`src/rtl/mul_operand_serializer_pkg.sv`:
```
// mul_pkg: FSM state encoding and width constants shared by the operand serializer,
// its bit shifter and the testbench.
package mul_pkg;

  localparam int WIDTH_DEF = 8;
  localparam int PROD_W    = 2 * WIDTH_DEF;

  typedef enum logic [2:0] {
    IDLE,
    CLR,
    SHIFT,
    SETTLE,
    HOLD
  } state_e;

endpackage

```
`src/rtl/mul_operand_serializer_if.sv`:
```
// Operand-in / seq_mul / product-out bundle of mul_operand_serializer.
// The master modport is the serializer itself; slave is the surrounding environment.
interface mul_operand_serializer_if #(
  parameter int WIDTH = mul_pkg::WIDTH_DEF
);

  logic               in_valid;
  logic               in_ready;
  logic [WIDTH-1:0]   in_a;
  logic [WIDTH-1:0]   in_b;
  logic [WIDTH-1:0]   mul_out;
  logic               mul_clr;
  logic               bit_out;
  logic               bit_valid;
  logic [2*WIDTH-1:0] prod_in;
  logic               out_valid;
  logic               out_ready;
  logic [2*WIDTH-1:0] out_prod;

  modport master (
    input  in_valid, in_a, in_b, prod_in, out_ready,
    output in_ready, mul_out, mul_clr, bit_out, bit_valid, out_valid, out_prod
  );

  modport slave (
    output in_valid, in_a, in_b, prod_in, out_ready,
    input  in_ready, mul_out, mul_clr, bit_out, bit_valid, out_valid, out_prod
  );

endinterface

```
`src/rtl/mul_operand_serializer_bit_shifter.sv`:
```
// mul_bit_shifter: right-shifting multiplier register with a bit counter whose
// last_o flag marks the final serial bit.
module mul_bit_shifter
  import mul_pkg::*;
#(
  parameter int WIDTH = WIDTH_DEF
) (
  input  logic             clk,
  input  logic             reset,
  input  logic             load_i,
  input  logic [WIDTH-1:0] load_data_i,
  input  logic             shift_i,
  input  logic             cnt_en_i,
  output logic             lsb_o,
  output logic             last_o
);

  localparam int CNT_W = $clog2(WIDTH) + 1;

  logic [WIDTH-1:0] shreg_q, shreg_d;
  logic [CNT_W-1:0] cnt_q, cnt_d;

  always_comb begin
    shreg_d = shreg_q;
    cnt_d   = cnt_q;
    if (load_i) begin
      shreg_d = load_data_i;
      cnt_d   = '0;
    end else begin
      if (shift_i) shreg_d = {1'b0, shreg_q[WIDTH-1:1]};
      if (cnt_en_i) cnt_d = cnt_q + CNT_W'(1);
    end
  end

  always_ff @(posedge clk) begin
    if (reset) begin
      shreg_q <= '0;
      cnt_q   <= '0;
    end else begin
      shreg_q <= shreg_d;
      cnt_q   <= cnt_d;
    end
  end

  assign lsb_o  = shreg_q[0];
  assign last_o = (cnt_q == CNT_W'(WIDTH - 1));

endmodule

```
`src/rtl/mul_operand_serializer.sv`:
```
// Feeds seq_mul: holds the multiplicand, pulses clear, streams the multiplier LSB first,
// then captures the product. Optional macro: MUL_OPERAND_SERIALIZER_ZERO_BYPASS_EN.
module mul_operand_serializer
  import mul_pkg::*;
#(
  parameter int WIDTH = WIDTH_DEF
) (
  input  logic                     clk,
  input  logic                     reset,
  mul_operand_serializer_if.master bus
);

  state_e state_q, state_d;

  logic [WIDTH-1:0]   mul_out_q, mul_out_d;
  logic               mul_clr_q, mul_clr_d;
  logic               bit_out_q, bit_out_d;
  logic               bit_valid_q, bit_valid_d;
  logic               out_valid_q, out_valid_d;
  logic [2*WIDTH-1:0] out_prod_q, out_prod_d;

  logic accept;
  logic zero_op;
  logic shift_lsb;
  logic shift_last;

  assign accept = (state_q == IDLE) && bus.in_valid;

`ifdef MUL_OPERAND_SERIALIZER_ZERO_BYPASS_EN
  assign zero_op = (bus.in_a == '0) || (bus.in_b == '0);
`else
  assign zero_op = 1'b0;
`endif

  mul_bit_shifter #(
    .WIDTH (WIDTH)
  ) u_shifter (
    .clk         (clk),
    .reset       (reset),
    .load_i      (accept),
    .load_data_i (bus.in_b),
    .shift_i     (state_d == SHIFT),
    .cnt_en_i    (state_q == SHIFT),
    .lsb_o       (shift_lsb),
    .last_o      (shift_last)
  );

  // Registered outputs are derived from the next state so they line up with it.
  always_comb begin
    state_d     = state_q;
    mul_out_d   = mul_out_q;
    out_prod_d  = out_prod_q;
    case (state_q)
      IDLE:    if (accept) state_d = zero_op ? HOLD : CLR;
      CLR:     state_d = SHIFT;
      SHIFT:   if (shift_last) state_d = SETTLE;
      SETTLE:  state_d = HOLD;
      HOLD:    if (bus.out_ready) state_d = IDLE;
      default: state_d = IDLE;
    endcase

    if (accept) mul_out_d = bus.in_a;
    if (state_q == SETTLE) out_prod_d = bus.prod_in;
    if (accept && zero_op) out_prod_d = '0;

    mul_clr_d   = (state_d == CLR);
    bit_valid_d = (state_d == SHIFT);
    bit_out_d   = (state_d == SHIFT) ? shift_lsb : 1'b0;
    out_valid_d = (state_d == HOLD);
  end

  always_ff @(posedge clk) begin
    if (reset) begin
      state_q     <= IDLE;
      mul_out_q   <= '0;
      mul_clr_q   <= 1'b0;
      bit_out_q   <= 1'b0;
      bit_valid_q <= 1'b0;
      out_valid_q <= 1'b0;
      out_prod_q  <= '0;
    end else begin
      state_q     <= state_d;
      mul_out_q   <= mul_out_d;
      mul_clr_q   <= mul_clr_d;
      bit_out_q   <= bit_out_d;
      bit_valid_q <= bit_valid_d;
      out_valid_q <= out_valid_d;
      out_prod_q  <= out_prod_d;
    end
  end

  assign bus.in_ready  = (state_q == IDLE);
  assign bus.mul_out   = mul_out_q;
  assign bus.mul_clr   = mul_clr_q;
  assign bus.bit_out   = bit_out_q;
  assign bus.bit_valid = bit_valid_q;
  assign bus.out_valid = out_valid_q;
  assign bus.out_prod  = out_prod_q;

endmodule

```
`src/flat_wrapper.sv`:
```
// flat-port wrapper written by rule: the top's interface ports become plain ports
module mul_operand_serializer_flat import mul_pkg::*;
#(
  parameter int WIDTH = WIDTH_DEF
)
  (clk, reset, bus_in_valid, bus_in_a, bus_in_b, bus_prod_in, bus_out_ready, bus_in_ready, bus_mul_out, bus_mul_clr, bus_bit_out, bus_bit_valid, bus_out_valid, bus_out_prod);
  mul_operand_serializer_if #(.WIDTH(WIDTH)) bus_i ();
  input  logic clk;
  input  logic reset;
  input wire logic [$bits(bus_i.in_valid)-1:0] bus_in_valid;
  input wire logic [$bits(bus_i.in_a)-1:0] bus_in_a;
  input wire logic [$bits(bus_i.in_b)-1:0] bus_in_b;
  input wire logic [$bits(bus_i.prod_in)-1:0] bus_prod_in;
  input wire logic [$bits(bus_i.out_ready)-1:0] bus_out_ready;
  output wire logic [$bits(bus_i.in_ready)-1:0] bus_in_ready;
  output wire logic [$bits(bus_i.mul_out)-1:0] bus_mul_out;
  output wire logic [$bits(bus_i.mul_clr)-1:0] bus_mul_clr;
  output wire logic [$bits(bus_i.bit_out)-1:0] bus_bit_out;
  output wire logic [$bits(bus_i.bit_valid)-1:0] bus_bit_valid;
  output wire logic [$bits(bus_i.out_valid)-1:0] bus_out_valid;
  output wire logic [$bits(bus_i.out_prod)-1:0] bus_out_prod;
  assign bus_i.in_valid = bus_in_valid;
  assign bus_i.in_a = bus_in_a;
  assign bus_i.in_b = bus_in_b;
  assign bus_i.prod_in = bus_prod_in;
  assign bus_i.out_ready = bus_out_ready;
  assign bus_in_ready = bus_i.in_ready;
  assign bus_mul_out = bus_i.mul_out;
  assign bus_mul_clr = bus_i.mul_clr;
  assign bus_bit_out = bus_i.bit_out;
  assign bus_bit_valid = bus_i.bit_valid;
  assign bus_out_valid = bus_i.out_valid;
  assign bus_out_prod = bus_i.out_prod;
  mul_operand_serializer #(.WIDTH(WIDTH)) u_core (.clk(clk), .reset(reset), .bus(bus_i));
endmodule
```
`config.mk`:
```
export PLATFORM = sky130hd
export DESIGN_NAME = mul_operand_serializer_flat
export DESIGN_NICKNAME = d
export VERILOG_FILES = /design/src/rtl/mul_operand_serializer_pkg.sv /design/src/rtl/mul_operand_serializer_if.sv /design/src/rtl/mul_operand_serializer_bit_shifter.sv /design/src/rtl/mul_operand_serializer.sv /design/src/flat_wrapper.sv
export SDC_FILE = /design/constraint.sdc
export NUM_CORES = 1
export LEC_CHECK = 0
export CAP_MARGIN = 10
export CORE_MARGIN = 2
export CORE_UTILIZATION = 60
export DETAILED_ROUTE_END_ITERATION = 8
export DONT_BUFFER_PORTS = 1
export PLACE_DENSITY = 0.76
export SKIP_CTS_REPAIR_TIMING = 1
export SKIP_LAST_GASP = 1
export SYNTH_ARGS = -nofsm -noshare
export SYNTH_HDL_FRONTEND = slang
export SYNTH_SLANG_ARGS = --single-unit
```
`constraint.sdc`:
```
create_clock -name clk -period 1.9 [get_ports clk]
set_input_delay 0.38 -clock clk [delete_from_list [all_inputs] [get_ports clk]]
set_output_delay 0.38 -clock clk [all_outputs]
set_load 0.05 [all_outputs]
```
* Word level (Yosys, flattened, before mapping)
Cells that the tools add are included.
** Word-level totals
- Output and inout port bits :: 29
- Memories :: 0
- Input port bits :: 36
- Latch bits :: 0
- RAM bits :: 0
- Memory bits (read-only) :: 0
- Register bits :: 43
** Operators by class
- Div/mod/pow operators :: 0
- Multiplexer cells :: 6
- $lt $le $gt $ge :: 0
- Multipliers :: 0
- Bitwise operators :: 1
- Shift-type cells :: 0
- Add/sub/neg operators :: 1
- Reductions and logical operators :: 5
- Equal/unequal tests :: 8
** Operators with widths (count)
- $mux W8 :: 2
- $pmux W3 S5 :: 1
- $eq A3 B2 Y1 const B :: 3
- $mux W3 :: 3
- $eq A3 B1 Y1 const B :: 2
- $eq A3 B3 Y1 const B :: 2
- $add A4 B1 Y4 const B :: 1
- $eq A4 B3 Y1 const B :: 1
- $reduce_or A2 Y1 :: 2
- $logic_not A3 Y1 :: 1
- $reduce_bool A2 Y1 :: 1
- $logic_and A1 B1 Y1 :: 1
- $not A1 Y1 :: 1

* Longest topological paths before layout
Gate-level depths: netlist of run 1.
- Word-level depth :: 7
- Depth in mapped cells :: 8

* Cells and area by module
From an unflattened synthesis of run 1, not the netlist that was laid out.
** Unflattened totals
- Cells, all modules :: 186
- Area total of the unflattened synthesis :: 1920.6 µm²
** By module, submodules not included
- mul_operand_serializer :: sequential area each 620.6 µm², instances 1, area each 1365.1 µm², cells each 132
- mul_bit_shifter :: sequential area each 240.2 µm², instances 1, area each 555.5 µm², cells each 54

* Worst setup path after synthesis of run 1
No wires, ideal clock.
- Kind :: reg2reg
- From :: reg u_core.state_q[2]
- To :: reg u_core.u_shifter.shreg_q[6]
- Stages on the path, launching flop included :: 8
- Required time :: 1797 ps
- Period minus slack after synthesis :: 1832 ps
- Library setup time :: 103 ps
- Slack :: 68 ps
- Arrival :: 1729 ps
- Buffers on the path :: 3
- Cells stage by stage :: dfxtp_1 buf_6 nor3_4 and2_1 buf_4 buf_6 nor2_1 a2111oi_2
** Between the ends
- Word-level cells in the longest chain between the ends :: 6
- Elaborated cells on any way between the ends :: 13
- Those cells by class :: 5 x eq/ne; 5 x mux; 3 x reduce/logical
** RTL lines
- from (decl) :: line mul_operand_serializer.sv:13 : state_e state_q, state_d;
- from (signal assigned) :: line mul_operand_serializer.sv:82 : state_q <= state_d;
- $logic_not A3 Y1 *
- via bus_in_ready :: line flat_wrapper.sv:15 : output wire logic [$bits(bus_i.in_ready)-1:0] bus_in_ready;
- $logic_and A1 B1 Y1 :: line mul_operand_serializer.sv:27 : assign accept = (state_q == IDLE) && bus.in_valid;
- $mux W3 :: line mul_operand_serializer.sv:54 : IDLE: if (accept) state_d = zero_op ? HOLD : CLR;
- $pmux W3 S5 :: line mul_operand_serializer.sv:53 : case (state_q)
- $eq A3 B2 Y1 :: line mul_operand_serializer.sv:42 : .shift_i (state_d == SHIFT),
- $reduce_bool A2 Y1 (no line)
- to (signal assigned) :: line mul_operand_serializer_bit_shifter.sv:40 : shreg_q <= shreg_d;
- to (decl) :: line mul_operand_serializer_bit_shifter.sv:20 : logic [WIDTH-1:0] shreg_q, shreg_d;
Mark *: on every way through the listed nets, which the timed path passes. The rest lies on a longest branch.
A chain may end at the register's enable or synchronous reset.

* Worst setup path after layout of run 1
- From :: reg u_core.state_q[2]
- To :: reg u_core.u_shifter.shreg_q[5]
** Between the ends
- Word-level cells in the longest chain between the ends :: 6
- Elaborated cells on any way between the ends :: 13
- Those cells by class :: 5 x eq/ne; 5 x mux; 3 x reduce/logical
** RTL lines (line)
- $logic_not A3 Y1 :: mul_operand_serializer.sv:27, mul_operand_serializer.sv:53
- $logic_and A1 B1 Y1 :: mul_operand_serializer.sv:27
- $mux W3 :: mul_operand_serializer.sv:54
- $pmux W3 S5 :: mul_operand_serializer.sv:53
- $eq A3 B2 Y1 :: mul_operand_serializer.sv:42
- $reduce_bool A2 Y1 (no line)
Several ways; a longest one is shown, not always the timed one.

==> results of run 1 <==
==> worst max-delay path, stage by stage, from the launching register on <==
cell	delay, ns
dfxtp_1	0.43
nor3_4	0.23
and2_1	0.40
nor3_1	0.14
a2111oi_2	0.35
==> layout make-up <==
type,count,area (um2)
Multi-Input combinational cell,133,730.7
Tap cell,31,38.79
Clock buffer,6,41.29
Timing Repair Buffer,3,22.52
Clock inverter,2,12.51
Fill cell,261,1003
Sequential cell,43,860.8
==> layer usage <==
metal | vias up | track usage (%) | routed length, um
li1 | 632 | - | -
met1 | 543 | 20.55 | 1158
met2 | 41 | 31.86 | 1439
met3 | 6 | 8.844 | 281
met4 | 0 | 6.977 | 48
met5 | - | 0 | 0
==> final timing paths <==
path,startpoint,endpoint,slack (ns),cells after the start
min,reset,u_core.bus.out_prod[4],0.08,1
max,u_core.state_q[2],u_core.u_shifter.shreg_q[5],0.25,4
min reg2reg,u_core.u_shifter.shreg_q[7],u_core.u_shifter.shreg_q[7],0.49,2
max reg2reg,u_core.state_q[2],u_core.u_shifter.shreg_q[5],0.25,4
==> where the power goes <==
part / total [mW] / switching (mW) / internal, mW / leakage [nW]
registers: 1.08 / 0.121 / 0.956 / 0.351
clock network: 0.425 / 0.282 / 0.143 / 0.0282
logic: 0.210 / 0.123 / 0.0865 / 0.215
total: 1.71 / 0.526 / 1.19 / 0.594
==> stage by stage <==
stage | instances | utilization (%) | power, mW | hold slack (ns)
detailed placement | 210 | 60.99 | 1.311 | 0.4537
floorplan | 191 | - | 1.301 | 0.4295
finish | 218 | 62.97 | 1.711 | 0.08220
global placement | 210 | 60.99 | 1.298 | 0.4517
global route | 218 | 62.97 | 1.791 | 0.05460
CTS | 218 | 62.97 | 1.725 | 0.06604
==> cell usage in the layout (no fill, tap or decap), types with 2 or more instances in the layout <==
cell type  Yosys  layout
xnor2_1        2       2
a21oi_1       28      28
a2111oi_2      6       6
xor2_1         2       2
mux2i_1        2       2
nor3_1        11      11
buf_4          2       3
clkbuf_4       0       5
dfxtp_1       43      43
nor2_1        15      15
nand2_1       51      51
nand3b_1       3       3
and2_1         2       2
==> sequential cells by signal (all words and copies together) (netlist names) <==
register and count:
u_core.bus.mul_clr 1, u_core.u_shifter.cnt_q 4, u_core.bus.bit_valid 1, u_core.bus.out_prod 16
u_core.bus.out_valid 1, u_core.u_shifter.shreg_q 8, u_core.state_q 3, u_core.bus.mul_out 8
u_core.bus.bit_out 1
==> cells by family after synthesis <==
| group | Yosys count | synth area share [%] |
|---|---|---|
| AOI/OAI and AO/OA | 37 | 15.20 |
| DFF | 43 | 51.00 |
| and+or+nand+nor | 89 | 24.09 |
| buffers and inverters | 15 | 5.707 |
| xor gates and xnor gates | 4 | 2.076 |
| muxes | 2 | 1.186 |
| adders and majority gates | 1 | 0.7412 |
==> metrics.txt, run 1 <==
status finished clean; IO buf count 0; Yosys top cell area share 51.00%; Req. time, crit path 2.15 ns; worst ir drop on vdd 0.7772 mV; Clock Tree Root clkbuf_4; Post-Place Setup Slack 0.2807 ns; syn nets 228; Max Freq 606.0 MHz; Final ANT Viol Nets 0; DR DRC count 0; PD cells 1003 mW/mm2; Row Count 19; core footprint 0.002710 mm2; Area contributors post-synth dfxtp_1 (51%), nand2_1 (11%), a21oi_1 (8.3%); Clock Path Buffers 2; Clock Skew 0.009342 ns; Cell Area, Placed 0.001653 mm2; total CTS buffers 5; crit path max fanout 13; Detail Placement HPWL 2.073 mm; initial core utilization 62.28%; most common cell in the netlist nand2_1; post-synth top area cell dfxtp_1; first-pass GRT wire length 4.781 mm; die height 57.04 um; Worst setup SP type flop; design area 0.001707 mm2; die area 0.003254 mm2; clk slew on worst S/H paths 0.12 ns; layout cells sized above 1 10.16%; GRT overflow 0; Synth top cells by count nand2_1 (51), dfxtp_1 (43), a21oi_1 (28); Vias 1222; RSZ-0062 raised after global routing false; Hold Violations, Final 0; Leakage 0.5942 nW; WL per Instance 13.43 um; synthesized cell area 0.001688 mm2; top_reg_cell synth dfxtp_1; Data arrival, critical path 1.90 ns; final worst setup slack 0.2498 ns; Worst Tran Pin Value 0.6645 ns; DRT Pass-1 Iters 4; vias in the first global route 1137; IO Count 65; Die X 57.04 um; cell count after synthesis 191; drt total wl 2.927 mm; Async SR Flop Fraction 0%; Total Nets Final 223; clock network latency to the later pin of the worst-skew pair 0.35 ns; drt via density 5.606; post-synthesis cell type count 27; GRT Resource Usage Total 18.82%; Avg Inst Size Synth 8.837 um2; slew margin rel. 55.57%; P&R area growth vs syn 1.112%; placer's final routability congestion estimate 0.7658; Setup TNS 0 ns; DR iter-0 viols 40; CP endpoint kind flop; Seq/Total Area, Yosys 51.00%; Synth warnings 0; #FFs+latches synth 43; # H-tree levels 2; max cap viols 0; Post-synth EDFFs 0; hold crit path type input pin to flop; diode count 0; final setup fails 0; CTS tree yes; largest net degree at the start of global routing 42; fin crit period 1.650 ns; initial antenna violation count 0; CTS sink count 43; count of pins over their slew limit 0; period utilisation layout 86.85%; Worst Setup Path Type flop to flop
Power figures use the tool's default switching activity.
==> inputs of run 2 (changes only) <==
- HOLD_SLACK_MARGIN: unset -> 0.12
- clock period: 1.9 -> 1.7 ns (I/O delays scaled with it)
==> metrics.txt, run 2 (synthesis results as in run 1) <==
status finished clean (unchanged); CP peak stage delay 0.43 ns (about the same); drt total wl 3.520 mm (was 2.927 mm); period utilisation layout 91.81%; # H-tree levels 2 (unchanged); GRT Resource Usage Total 19.99% (was 18.82%); Total Nets Final 252 (was 223); die height 57.04 um (unchanged); reg-to-reg setup timing slack 0.19 ns (was 0.25 ns); IO buf count 0 (unchanged); most common cell after layout, fill and taps aside nand2_1 (unchanged); WL per Instance 14.25 um (was 13.43 um); Final ANT Viol Nets 0 (unchanged); DRT Pass-1 Iters 4 (unchanged); worst ir drop on vdd 1.113 mV (was 0.7772 mV); dpl cells 213 (was 210); Largest register FFs 16 (unchanged); most frequent cells in the layout nand2_1 (51), dfxtp_1 (43), a21oi_1 (28) (unchanged); # fillers 198 (was 261); CP endpoint kind primary output (was flop); Leakage 0.7561 nW (was 0.5942 nW); Clock Tree Root clkbuf_4 (unchanged); Vias 1378 (was 1222); core footprint 0.002710 mm2 (unchanged); Setup TNS 0 ns (unchanged); total CTS buffers 5 (unchanged); slew margin rel. 63.00% (was 55.57%); Worst Setup Path Type flop to primary output (was flop to flop); Hold Slack 0.1570 ns (was 0.08220 ns); Die X 57.04 um (unchanged); layout cells sized above 1 10.65% (was 10.16%); Data arrival, critical path 1.22 ns (was 1.90 ns); clk slew on worst S/H paths 0.12 ns (about the same); Clock Path Buffers 2 (unchanged); slowest CP cell dfxtp_1 (unchanged); Detail Placement HPWL 2.122 mm (was 2.073 mm); hold crit path type input pin to flop (unchanged); CTS sink count 43 (unchanged); IO Count 65 (unchanged); design area 0.002072 mm2 (was 0.001707 mm2); Cell Area, Placed 0.001700 mm2 (was 0.001653 mm2); crit path cell chain nor3_4 -> buf_4 (was nor3_4 -> and2_1 -> nor3_1 -> a2111oi_2); largest net degree at the start of global routing 42 (unchanged); initial antenna violation count 0 (unchanged); Req. time, crit path 1.36 ns (was 2.15 ns); post-route total power 2.325 mW (was 1.711 mW); worst r2r dst u_core.u_shifter.shreg_q[4] (was u_core.u_shifter.shreg_q[5]); GRT overflow 0 (unchanged); final setup fails 0 (unchanged); DR DRC count 0 (unchanged); Worst setup SP type flop (unchanged); count of pins over their slew limit 0 (unchanged); Worst Tran Pin Value 0.5550 ns (was 0.6645 ns); Hold Crit Depth 2 (was 1); fin crit period 1.561 ns; PD cells 1122 mW/mm2 (was 1003 mW/mm2); RSZ-0062 raised after global routing false (unchanged); Hold Path Origin bus_in_b[0] (was reset); clock network latency to the later pin of the worst-skew pair 0.35 ns (about the same); Max Freq 640.7 MHz; final cell count without fillers 247 (was 218); DR iter-0 viols 46 (was 40); placer's final routability congestion estimate 0.7444 (was 0.7658); max cap viols 0 (unchanged); CTS tree yes (unchanged); Clock Skew 0.004189 ns (was 0.009342 ns); first-pass GRT wire length 5.037 mm (was 4.781 mm); initial core utilization 62.28% (unchanged); Hold Violations, Final 0 (unchanged); Row Count 19 (unchanged); crit path max fanout 8 (was 13); die area 0.003254 mm2 (unchanged); vias in the first global route 1201 (was 1137); r2r startpoint u_core.u_shifter.cnt_q[0] (was u_core.state_q[2]); P&R area growth vs syn 22.76% (was 1.112%); diode count 0 (unchanged); Hold Crit Endpoint u_core.u_shifter.shreg_q[0] (was u_core.bus.out_prod[4]); drt via density 5.579 (was 5.606); FF-to-FF path depth 6 (was 4)
## run 2: changes by cell type in the layout (fill, tap and decap cells not counted), sizes merged
cell / delta
dlygate4sd3: +25
buf: +4
bufinv: +2
clkinv: -1
clkinvlp: -1
## run 2: report_power, final
part | total [mW] | internal, mW | switching [mW] | leakage [nW]
sequential | 1.21 | 1.07 | 0.137 | 0.351
clock | 0.785 | 0.459 | 0.326 | 0.0525
combinational | 0.334 | 0.163 | 0.171 | 0.353
total | 2.33 | 1.69 | 0.634 | 0.756
## run 2: critical path, delay by kind of cell, from the launching register on
| family | cells | cell delay [ns] |
|---|---|---|
| buf+inv | 1 | 0.23 |
| flops | 1 | 0.43 |
| simple gates | 1 | 0.21 |
## run 2: per-layer routing
layer	GRT usage, %	wire length [um]	vias to the layer above	share of wire (%)
met5	0	0	-	0
met4	7.973	104	0	3.0
met3	9.070	266	12	7.6
met2	33.66	1757	53	50
met1	21.97	1392	625	40
li1	-	-	688	-
## run 2: worst max path at each step
| stage | from | to | depth (start not counted) |
|---|---|---|---|
| 4_1_cts | u_core.state_q[2] | bus_in_ready | 2 |
| 3_5_place_dp | u_core.u_shifter.cnt_q[0] | u_core.u_shifter.shreg_q[1] | 6 |
| 6_report | u_core.state_q[2] | bus_in_ready | 2 |
| 2_1_floorplan | u_core.state_q[1] | u_core.u_shifter.shreg_q[2] | 7 |
| 3_3_place_gp | u_core.u_shifter.cnt_q[0] | u_core.u_shifter.shreg_q[2] | 6 |
| 5_1_grt | u_core.state_q[2] | bus_in_ready | 2 |
## run 2: final cells by class
class / instances / area, um2 / area share [%]
repair buffers: 32 / 340.3 / 16.43
clock buffers: 6 / 41.29 / 1.993
flip-flops and latches: 43 / 860.8 / 41.55
clock inverters: 2 / 60.06 / 2.899
multi-input cells: 133 / 730.7 / 35.27
well taps: 31 / 38.79 / 1.872
## run 2: through the flow
step	worst slack (ns)	utilization, %
3_3_place_gp	0.2775	62.74
3_5_place_dp	0.1887	62.74
4_1_cts	0.1216	66.48
2_1_floorplan	-0.07164	-
6_report	0.1392	76.45
5_1_grt	0.03446	76.45
